**src/rtl/dmem_responder.sv**
```systemverilog
// Data-memory responder: one outstanding ld/sd of a 64-bit doubleword with a
// fixed request-to-response latency. Misaligned or out-of-range accesses
// complete with resp_err set and leave memory untouched.
module dmem_responder #(
    parameter int DEPTH   = 32,
    parameter int LATENCY = 2
) (
    input  logic        clk,
    input  logic        rst,
    input  logic        req_valid,
    input  logic        req_we,
    input  logic [63:0] req_addr,
    input  logic [63:0] req_wdata,
    output logic        req_ready,
    output logic        resp_valid,
    input  logic        resp_ready,
    output logic [63:0] resp_rdata,
    output logic        resp_err
);
    localparam int          AW       = (DEPTH > 1) ? $clog2(DEPTH) : 1;
    localparam logic [63:0] LIMIT    = 64'(DEPTH) * 64'd8;
    localparam logic [3:0]  CNT_INIT = 4'(LATENCY - 1);

    typedef enum logic [1:0] {IDLE, WAIT, RESP} state_t;

    state_t        state, state_nxt;
    logic [3:0]    cnt;
    logic          we_q;
    logic [63:0]   addr_q;
    logic [63:0]   wdata_q;
    logic [63:0]   mem [DEPTH];
    logic [AW-1:0] idx;
    logic          err;
    logic          accept;
    logic          fire;
    logic          done;

    // Address decode works on the latched request so inputs may move after accept.
    // An out-of-range index is only ever used when err is clear, so it never
    // reaches the array.
    assign idx    = addr_q[3 +: AW];
    assign err    = (addr_q[2:0] != 3'd0) || (addr_q >= LIMIT);
    assign accept = (state == IDLE) && req_valid;
    assign fire   = (state == WAIT) && (cnt == 4'd0);
    assign done   = (state == RESP) && resp_ready;

    assign req_ready  = (state == IDLE);
    assign resp_valid = (state == RESP);

    // State register.
    always_ff @(posedge clk or posedge rst) begin
        if (rst) state <= IDLE;
        else     state <= state_nxt;
    end

    // Next-state: IDLE -> WAIT on accept, WAIT -> RESP when counter expires,
    // RESP -> IDLE once the initiator takes the response.
    always_comb begin
        state_nxt = state;
        case (state)
            IDLE:    if (accept) state_nxt = WAIT;
            WAIT:    if (fire)   state_nxt = RESP;
            RESP:    if (done)   state_nxt = IDLE;
            default:             state_nxt = IDLE;
        endcase
    end

    // Request capture and latency countdown.
    always_ff @(posedge clk or posedge rst) begin
        if (rst) begin
            cnt     <= 4'd0;
            we_q    <= 1'b0;
            addr_q  <= 64'd0;
            wdata_q <= 64'd0;
        end else if (accept) begin
            cnt     <= CNT_INIT;
            we_q    <= req_we;
            addr_q  <= req_addr;
            wdata_q <= req_wdata;
        end else if ((state == WAIT) && (cnt != 4'd0)) begin
            cnt <= cnt - 4'd1;
        end
    end

    // Response registers: loaded on the WAIT->RESP edge, cleared on hand-off
    // so they read 0 whenever resp_valid is low.
    always_ff @(posedge clk or posedge rst) begin
        if (rst) begin
            resp_rdata <= 64'd0;
            resp_err   <= 1'b0;
        end else if (fire) begin
            resp_err   <= err;
            resp_rdata <= (err || we_q) ? 64'd0 : mem[idx];
        end else if (done) begin
            resp_rdata <= 64'd0;
            resp_err   <= 1'b0;
        end
    end

    // Storage: cleared by reset; a store commits only on its WAIT->RESP edge,
    // so a reset before that edge drops it.
    always_ff @(posedge clk or posedge rst) begin
        if (rst) begin
            for (int i = 0; i < DEPTH; i++) mem[i] <= 64'd0;
        end else if (fire && we_q && !err) begin
            mem[idx] <= wdata_q;
        end
    end
endmodule

```
**config.mk**
```make
export PLATFORM = sky130hd
export DESIGN_NAME = dmem_responder
export DESIGN_NICKNAME = d
export VERILOG_FILES = /design/src/rtl/dmem_responder.sv
export SDC_FILE = /design/constraint.sdc
export NUM_CORES = 2
export LEC_CHECK = 0
export ABC_AREA = 1
export BUFFER_PORTS_ARGS = -buffer_cell sky130_fd_sc_hd__buf_4
export CORE_MARGIN = 3
export CORE_UTILIZATION = 35
export DETAILED_ROUTE_END_ITERATION = 7
export MAX_ROUTING_LAYER = met4
export PLACE_DENSITY_LB_ADDON = 0.2
export REMOVE_ABC_BUFFERS = 1
export SYNTH_ARGS = -nofsm -noshare
export SYNTH_HDL_FRONTEND = slang
export SYNTH_SLANG_ARGS = --single-unit
```
**constraint.sdc**
```tcl
create_clock -name clk -period 100.8 [get_ports clk]
set_clock_uncertainty 0.2 [all_clocks]
set_input_delay 15.12 -clock clk [delete_from_list [all_inputs] [get_ports clk]]
set_output_delay 15.12 -clock clk [all_outputs]
set_load 0.02 [all_outputs]
```
==> qor.csv <==
stage,metric,value,unit
timing,fmax,52.06,MHz
clock_network,tritoncts_sink_count,2248,
critical_path,capturing_element_type_of_the_critical_path,asynchronous set/reset pin,
synthesis,ys_ff_latch,2248,
critical_path,worst-path-max-fanout,96,
timing,relSlewSlack,0.1217,
critical_path,cp_data_arrival_time,19.87,ns
flow_run,max_cap_violations,0,
drt,postRouteWirelength,445.1,mm
worst_hold_path,timing.hold.worst.class,reg2reg,
place,place.port_buffers,199,
floorplanning,dieWidth,562.1,um
synthesis,synth-edff-count,0,
clock_network,clk_root_buffer_cell,clkbuf_16,
synthesis,async_flop_share,1.000,
final_layout,flow.area_growth_from_synthesis,12.22,%
synthesis,yosys_warnings,0,
synthesis,ys_seq_area_frac,0.5198,
timing,rsz0062_at_grt,false,
critical_path,timing.critical_path.cells,"buf_4, inv_8, buf_4, buf_4, buf_4, buf_4, buf_4",
synthesis,synth_xor_xnor_area_share,0,
timing,setup_viol_count_final,0,
clock_network,worstSkewPairLatency,0.91,ns
floorplanning,floorplan.io_pins,200,
timing,layout_worst_path_cycle_share,0.1906,
synthesis,post_synth_num_cell_types,23,
floorplanning,rows,203,
grt,grt_start_max_net_pins,219,
final_layout,layout.filler_cells,32100,
synthesis,synthesis.area,108200,um2
critical_path,cpMaxStageDelayCell,buf_4,
clock_network,cts-resized-gates,0,
grt,grt_pass1_vias,96270,
clock_network,post_cts.repair.setup_buffers,0,
timing,measured_slew_at_the_worst_slew_check_pin,1.315,ns
grt,grt_overflow_total,0,
critical_path,worstSetupStartpointType,input port,
timing,tns,0,ns
grt,grt_first_pass_wirelength,660.6,mm
final_layout,nNetsFinal,14530,
synthesis,synth_top_cell_area_share,0.5198,
drt,drt_drc_violations_left,0,
timing,hold_viol_final,0,
floorplanning,initial_core_utilization,0.3527,
clock_network,tritoncts,done,
final_layout,final_common_cell,nand2_1,
synthesis,synth_area_per_cell,7.243,um2
floorplanning,coreArea,306800,um2
final_layout,layout-drive-gt1-share,0.06841,
floorplanning,dieArea,315900,um2
pwr,power_per_cell_area,26.08,nW/um2
timing,min_period,19.21,ns
critical_path,worst_path_top_cell_family_by_delay,buffers and inverters,
synthesis,dominantRegCellSynth,dfrtp_1,
clock_network,cts_hold_buffers,0,
critical_path,timing.critical_path.required,101.46,ns
synthesis,synth.area.mux_share,0,
synthesis,synthesis.instances,14940,
critical_path,crit_top_cell,buf_4,
drt,drt_first_pass_iters,6,
grt,antenna_found_initial,9,
synthesis,synth_compound_area_frac,0.02430,
pwr,design_power_total,3.168,mW
timing,final_max_slew_viol_count,0,
clock_network,cts-buffers-inserted,270,
synthesis,synth_top_family_by_area,simple AND/OR/NAND/NOR gates,
critical_path,path_class,in2async,
place,hpwlAfterDp,225.0,mm
pwr,worst_ir_drop_vdd,0.02784,mV
synthesis,synth_simple_gate_area_share,0.4032,
place,routabilityCongestion,0.8143,
outcome,status,"complete, no violations",
drt,vias_per_std_cell,5.363,
drt,vias,100400,
critical_path,critPathBufInv,7,
synthesis,post_synth_fa_ha_maj_area_fraction,0.0001156,
drt,drtAntennaViolNets,0,
synthesis,top_post_synthesis_cells_by_area,"dfrtp_1 52%, nand2_1 21%, nand3_1 9.8%",
synthesis,synth_largest_area_cell,dfrtp_1,
grt,gr-usage-all-layers,0.2829,
final_layout,most_frequent_cells_in_the_layout,"5941 x nand2_1, 2699 x nor2_1, 2239 x dfrtp_1",
clock_network,cts-root-to-sink-buffers,4,
drt,route.detailed.wl_per_inst,23.77,um
pwr,leakage_power_of_the_design,68.07,nW
drt,detailedRoute.firstIterationViolations,11070,
critical_path,timing.critical_path.slowest_cell_delay,0.88,ns
floorplanning,die-height,562.1,um
clock_network,cts_htree_levels,5,
clock_network,worst_setup_hold_path_clk_slew,0.05,ns
[cell usage after synthesis (5+ instances only)]
cell,n
clkbuf_2,32
nor3_1,5
nand2_1,5942
dfrtp_1,2248
inv_2,9
nor2_1,2732
clkbuf_1,685
nand4_2,30
nand3_1,2121
inv_1,37
buf_2,384
buf_4,48
buf_1,135
o21ai_0,518
[worst register-to-register path, delay by kind of cell, from the launching register on]
kind | cells | cell delay, ns
buf+inv | 6 | 4.88
simple gates | 9 | 1.72
flops | 1 | 0.38
[metrics by stage]
stage | hold slack, ns | util | instance area (um2) | cells | worst slack (ns)
after floorplan | 0.2374 | - | 102700 | 13660 | 21.96
after global placement | 0.2589 | 0.3655 | 112100 | 18230 | 80.46
after global routing | 0.2872 | 0.3958 | 121500 | 18720 | 80.91
final | 0.2754 | 0.3958 | 121500 | 18720 | 81.59
after CTS | 0.2816 | 0.3958 | 121400 | 18720 | 81.41
after detailed placement | 0.2653 | 0.3655 | 112100 | 18230 | 80.43
[metal layers]
layer | up-vias | global-route usage | wire length, um
li1 | 45690 | - | -
met1 | 49290 | 0.3828 | 191400
met2 | 4519 | 0.4307 | 199100
met3 | 914 | 0.04135 | 36340
met4 | 0 | 0.1041 | 18170
met5 | - | - | 0
[final timing paths]
kind	cells past startpoint	endpoint	from	slack, ns
setup / recovery	7	mem[270]$_DFFE_PP0P_	rst	81.59
hold / removal	2	resp_rdata[2]$_DFFE_PP0P_	resp_rdata[2]$_DFFE_PP0P_	0.28
setup reg to reg	15	mem[1933]$_DFFE_PP0P_	addr_q[27]$_DFFE_PP0P_	93.52
hold reg to reg	2	resp_rdata[2]$_DFFE_PP0P_	resp_rdata[2]$_DFFE_PP0P_	0.28
max in group clk	2	req_ready	state[0]$_DFFE_PP0P_	83.62
min in group asynchronous	2	resp_rdata[10]$_DFFE_PP0P_	rst	14.14
[report_power, final]
part           leakage, nW  total [mW]  internal [mW]  switching (mW)
Clock                 4.59        1.04          0.612           0.423
Combinational         32.3        1.17          0.272           0.895
Sequential            31.2       0.966          0.930          0.0360
Total                 68.1        3.17           1.81            1.35
[sequential cells by signal, indices dropped and copies added, names as in the netlist]
signal / flops
mem: 2048
addr_q: 64
resp_rdata: 64
wdata_q: 64
cnt: 4
state: 2
resp_err: 1
we_q: 1
[cells by family (layout without fill, tap and decap cells)]
logic type | after synthesis | in the layout
adder cells (fa/ha/maj) | 1 | 1
flip-flops | 2248 | 2248
AND/OR/NAND/NOR | 10840 | 10840
AO/OA/AOI/OAI | 524 | 524
other | 0 | 4
buffers and inverters | 1330 | 1004
[cell type report]
type | instances | area (um2) | share of cell area
multi-input cells | 11370 | 46880 | 0.3860
repair buffers | 469 | 3659 | 0.03012
flip-flops and latches | 2248 | 56270 | 0.4633
diodes | 4 | 10.01 | 0.00008242
clock buffers | 391 | 7948 | 0.06544
inverters | 46 | 202.7 | 0.001669
clock inverters | 98 | 1358 | 0.01118
well taps | 4100 | 5130 | 0.04224
Note: power is estimated with default switching activity, not from simulation.
